===== src/rtl/arb_fsm_param.sv =====
// arb_fsm_param: N-requester grant arbiter with a registered one-hot grant.
//
// Parameters:
//   N        number of requesting agents (2..32)
//   IDW      width of gnt_id
//   MAX_HOLD maximum consecutive grant cycles per ownership (0 = no limit)
//   HCW      hold counter width (MAX_HOLD < 2**HCW)
//
// Ports:
//   clock    system clock, rising edge
//   reset    synchronous active-high reset
//   req      per-agent request, bit k = agent k
//   rr_mode  0 = fixed priority (lowest index), 1 = round robin; used in IDLE only
//   gnt      registered one-hot grant, zero when no owner
//   gnt_id   current owner index; keeps the last owner while idle
//   busy     high while any gnt bit is high
//   timeout  one-cycle pulse on the edge a forced release occurs
module arb_fsm_param #(
  parameter int N        = 4,
  parameter int IDW      = (N > 1) ? $clog2(N) : 1,
  parameter int MAX_HOLD = 0,
  parameter int HCW      = 16
) (
  input  logic           clock,
  input  logic           reset,
  input  logic [N-1:0]   req,
  input  logic           rr_mode,
  output logic [N-1:0]   gnt,
  output logic [IDW-1:0] gnt_id,
  output logic           busy,
  output logic           timeout
);

  typedef enum logic {
    S_IDLE,
    S_GRANT
  } state_t;

  state_t         r_state, w_state_nxt;
  logic [N-1:0]   r_gnt, w_gnt_nxt;
  logic [IDW-1:0] r_id, w_id_nxt;
  logic [IDW-1:0] r_last, w_last_nxt;
  logic [HCW-1:0] r_hold, w_hold_nxt;
  logic           r_to, w_to_nxt;

  logic [IDW-1:0] w_start;
  logic [2*N-1:0] w_req2;
  logic [2*N-1:0] w_shift;
  logic [N-1:0]   w_rot;
  logic [IDW-1:0] w_off;
  logic           w_found;
  logic [IDW:0]   w_sum;
  logic [IDW-1:0] w_win;
  logic [N-1:0]   w_win_oh;
  logic           w_owner_req;
  logic           w_others;
  logic           w_at_limit;

  // Winner search: rotate the request vector so the scan start lands at bit 0
  // (start is 0 in fixed mode, last+1 in round-robin mode), take the lowest
  // set bit, then add the start back modulo N.
  always_comb begin
    w_start = '0;
    if (rr_mode) begin
      w_start = (r_last == IDW'(N - 1)) ? '0 : r_last + 1'b1;
    end
    w_req2  = {req, req};
    w_shift = w_req2 >> w_start;
    w_rot   = w_shift[N-1:0];
    w_off   = '0;
    w_found = 1'b0;
    for (int unsigned i = 0; i < N; i++) begin
      if (!w_found && w_rot[i]) begin
        w_found = 1'b1;
        w_off   = IDW'(i);
      end
    end
    w_sum = {1'b0, w_start} + {1'b0, w_off};
    if (w_sum >= (IDW + 1)'(N)) begin
      w_sum = w_sum - (IDW + 1)'(N);
    end
    w_win    = w_sum[IDW-1:0];
    w_win_oh = N'(1) << w_win;
  end

  assign w_owner_req = |(req & r_gnt);
  assign w_others    = |(req & ~r_gnt);
  assign w_at_limit  = (MAX_HOLD != 0) && (r_hold == HCW'(MAX_HOLD));

  always_comb begin
    w_state_nxt = r_state;
    w_gnt_nxt   = r_gnt;
    w_id_nxt    = r_id;
    w_last_nxt  = r_last;
    w_hold_nxt  = r_hold;
    w_to_nxt    = 1'b0;
    case (r_state)
      S_IDLE: begin
        w_gnt_nxt = '0;
        if (|req) begin
          w_state_nxt = S_GRANT;
          w_gnt_nxt   = w_win_oh;
          w_id_nxt    = w_win;
          w_last_nxt  = w_win;
          w_hold_nxt  = HCW'(1);
        end
      end
      S_GRANT: begin
        // Owner release outranks the timeout when both happen on one edge.
        if (!w_owner_req) begin
          w_state_nxt = S_IDLE;
          w_gnt_nxt   = '0;
        end else if (w_at_limit && w_others) begin
          w_state_nxt = S_IDLE;
          w_gnt_nxt   = '0;
          w_to_nxt    = 1'b1;
        end else if (r_hold < HCW'(MAX_HOLD)) begin
          w_hold_nxt = r_hold + 1'b1;
        end
      end
      default: begin
        w_state_nxt = S_IDLE;
        w_gnt_nxt   = '0;
      end
    endcase
  end

  always_ff @(posedge clock) begin
    if (reset) begin
      r_state <= S_IDLE;
      r_gnt   <= '0;
      r_id    <= '0;
      r_last  <= IDW'(N - 1);
      r_hold  <= '0;
      r_to    <= 1'b0;
    end else begin
      r_state <= w_state_nxt;
      r_gnt   <= w_gnt_nxt;
      r_id    <= w_id_nxt;
      r_last  <= w_last_nxt;
      r_hold  <= w_hold_nxt;
      r_to    <= w_to_nxt;
    end
  end

  assign gnt     = r_gnt;
  assign gnt_id  = r_id;
  assign busy    = |r_gnt;
  assign timeout = r_to;

endmodule


===== config.mk =====
export PLATFORM = sky130hd
export DESIGN_NAME = arb_fsm_param
export DESIGN_NICKNAME = d
export VERILOG_FILES = /design/src/rtl/arb_fsm_param.sv
export SDC_FILE = /design/constraint.sdc
export NUM_CORES = 1
export LEC_CHECK = 0
export BUFFER_PORTS_ARGS = -buffer_cell sky130_fd_sc_hd__buf_4
export CAP_MARGIN = 20
export CORE_AREA = 2 2 39 41
export CTS_BUF_LIST = sky130_fd_sc_hd__clkbuf_16
export DETAILED_ROUTE_END_ITERATION = 7
export DIE_AREA = 0 0 41 43
export PLACE_DENSITY_LB_ADDON = 0.25
export SETUP_SLACK_MARGIN = 0.3
export SYNTH_ARGS = -nofsm -noshare
export SYNTH_HDL_FRONTEND = slang
export SYNTH_SLANG_ARGS = --single-unit

===== constraint.sdc =====
create_clock -name clock -period 2.35 [get_ports clock]
set_clock_uncertainty 0.1 [all_clocks]
set_input_delay 0.47 -clock clock [delete_from_list [all_inputs] [get_ports clock]]
set_output_delay 0.47 -clock clock [all_outputs]
set_load 0.05 [all_outputs]

==> results_dict.tcl <==
set metrics [dict create \
    clock_power_share_pct 41.6 \
    drtPass1Iterations 4 \
    crit_slowest_cell "dfxtp_2" \
    row_count 14 \
    ys_top_cells_by_area "dfxtp_1 (34%), a21oi_1 (5.6%), nand2_1 (5.6%)" \
    ant_nets 0 \
    power_density_nw_per_um2 942 \
    via_per_inst 5.37 \
    dp_cells 93 \
    antenna_found_initial 0 \
    portBuffers 13 \
    ctsLongestPathBuffers 2 \
    worstPathMaxFanout 5 \
    synth_cell_type_count 29 \
    instances_no_fill 98 \
    critPathBufInv 0 \
    grt_overflow 0 \
    maxCapViolCount 0 \
    final_area_um2 752 \
    n_antenna_cell 0 \
    ys_ff_latch 9 \
    whs_ns 0.345 \
    cts_buffers 3 \
    core_um2 1380 \
    hpwl_um 856 \
    final_util_pct 54.3 \
    ys_seq_area_share_pct 33.6 \
    clock-sinks 9 \
    setup_viol 0 \
    setup_ws_ns 0.490 \
    power_switching_mw 0.226 \
    cpPeakStageDelay_ns 0.33 \
    clk_pin_slew_ns 0.04 \
    cp-start-kind "register" \
    criticalPathCategory "register to register" \
    hold_path_class "primary input to register" \
    place_area_um2 646 \
    cts-root-buf "clkbuf_16" \
    arrival_ns 1.88 \
    cp_data_required_time_ns 2.37 \
    pwr-share-seq_pct 27.0 \
    gr-usage-all-layers_pct 16.5 \
    ys_warn_count 0 \
    synth_top_area_share_pct 33.6 \
    fin_tns_setup_ns 0 \
    sw_frac_of_total_pct 32.0 \
    synth_top_area_cell "dfxtp_1" \
    grt_pass1_vias 487 \
    initial_utilization_pct 38.7 \
    syn_nets 73 \
    internal_power_mw 0.482 \
    final_nets 91 \
    drc 0 \
    htree_levels 1 \
    report.final.slew_viol_count 0 \
    syn_to_final_growth_pct 40.4 \
    dieWidth_um 41 \
    cts_tree "yes" \
    dp_slack_ns 0.216 \
    place_congestion 0.694 \
    crit_chain "xor2_2 > a311oi_1 > a41oi_1 > o21ai_1 > ha_2 > xnor2_2 > a32o_1" \
    drive_gt1_share_pct 30.5 \
    grt_max_degree 8 \
    die_y_um 43 \
    clock_latency_ns 0.23 \
    vias 526 \
    period_minus_slack_ns 1.86 \
    syn_area_um2 536 \
    holdBufCountCts 0 \
    rsz0062_at_grt "no" \
    ios 15 \
    period_share_pct 79.1 \
    design.die.area_um2 1760 \
    status "completed" \
    wl_mm 1.18 \
    syn_area_per_cell_um2 8.24 \
    cpLargestDelayFamily "compound AO/OA/AOI/OAI gates" \
    final_hold_viol_count 0 \
    nFillCells 135 \
    cp-end-kind "register" \
    total_power_mw 0.708 \
    wl_per_cell_um 12.0 \
    leakage_nw 0.327 \
    dr.first_iter.drc_count 12 \
    syn-instance-count 65 \
    pwr-share-comb_pct 31.4 \
    grt_pass1_wl_mm 1.95 \
    fmax_mhz 538 \
    peakVddDrop_mv 0.495 \
]
==> synthesized netlist by cell type <==
| library cell | n |
|---|---|
| dfxtp_1 | 9 |
| nand2_1 | 8 |
| nor2_1 | 8 |
| a21oi_1 | 6 |
| o21ai_0 | 4 |
| o21bai_1 | 3 |
| a22o_1 | 2 |
| a32o_1 | 2 |
| inv_1 | 2 |
| o21ai_1 | 2 |
| a211oi_1 | 1 |
| a21o_1 | 1 |
| a22oi_4 | 1 |
| a311oi_1 | 1 |
| a41oi_1 | 1 |
| and2b_1 | 1 |
| and2b_4 | 1 |
| buf_4 | 1 |
| conb_1 | 1 |
| ha_1 | 1 |
| mux2_4 | 1 |
| mux2i_1 | 1 |
| nand2b_1 | 1 |
| nand3_1 | 1 |
| nand4_1 | 1 |
| nor3_1 | 1 |
| or4_1 | 1 |
| xnor2_1 | 1 |
| xor2_1 | 1 |
==> cell families after synthesis <==
group                    share of synthesized area [%]
adder cells (fa/ha/maj)                           2.34
AND/OR/NAND/NOR                                   20.1
AO/OA/AOI/OAI                                     32.5
flip-flops                                        33.6
other                                            0.700
XOR/XNOR                                          3.27
multiplexers                                      4.67
buffers and inverters                             2.80
==> area by class of cell <==
cell class              instances  area, um^2  area share (%)
repair buffers                 14         105            14.0
well taps                      16        20.0            2.66
inverters                       2        7.51           0.998
multi-input cells              53         358            47.6
clock buffers                   3        75.1            9.98
clock inverters                 1        3.75           0.499
flip-flops and latches          9         183            24.3
==> registers in the layout, indices dropped and copies added, names as in the netlist <==
signal	cells
r_last	2
gnt_id	2
gnt	4
r_state	1
==> layer usage <==
metal	vias up	GRT usage (%)	routed length, um	part of all wire [%]
li1	270	-	-	-
met1	239	21.4	527	45
met2	15	23.1	566	48
met3	2	3.14	67	5.7
met4	0	12.0	17	1.4
met5	-	0	0	0
==> power groups by stage <==
stage,logic [mW],clock network [mW],registers [mW]
2_1_floorplan,0.113,0,0.229
6_report,0.222,0.295,0.191
3_3_place_gp,0.207,0,0.190
4_1_cts,0.215,0.298,0.190
5_1_grt,0.239,0.306,0.195
3_5_place_dp,0.208,0,0.191
==> worst register-to-register path: stages, from the launching register on <==
cell and delay [ns]:
dfxtp_2 0.33, xor2_2 0.20, a311oi_1 0.29, a41oi_1 0.07, o21ai_1 0.15, ha_2 0.24, xnor2_2 0.11, a32o_1 0.26
==> placed cells by master, fill, tap and decap left out, drive strengths merged <==
cell type | synthesis | final
a21oi | 6 | 6
mux2i | 1 | 1
nand4 | 1 | 1
a41oi | 1 | 1
conb | 1 | 1
nand3 | 1 | 1
nor2 | 8 | 8
a32o | 2 | 2
o21ai | 6 | 6
a22oi | 1 | 1
nand2b | 1 | 1
and2b | 2 | 2
buf | 1 | 14
o21bai | 3 | 3
a21o | 1 | 1
nand2 | 8 | 8
a22o | 2 | 2
ha | 1 | 1
mux2 | 1 | 1
clkbuf | 0 | 3
xnor2 | 1 | 1
a311oi | 1 | 1
nor3 | 1 | 1
a211oi | 1 | 1
or4 | 1 | 1
dfxtp | 9 | 9
inv | 2 | 3
xor2 | 1 | 1
==> path summary, 6_finish.rpt <==
check | start | endpoint | slack [ns] | depth (start not counted)
setup reg to reg | r_last[1] | gnt[1] | 0.49 | 7
hold / removal | reset | gnt_id[0] | 0.35 | 2
hold reg to reg | gnt_id[0] | gnt_id[0] | 0.36 | 2
setup / recovery | r_last[1] | gnt[1] | 0.49 | 7
==> repair_timing <==
| item | 4_1_cts | 5_1_grt |
|---|---|---|
| buffers inserted | 0 | 1 |
| pin swaps | 0 | 1 |
| cloned | 0 | 0 |
| gates resized for setup | 2 | 4 |
| setup endpoints to repair | 4 | 6 |
(Power assumes the default switching activity.)
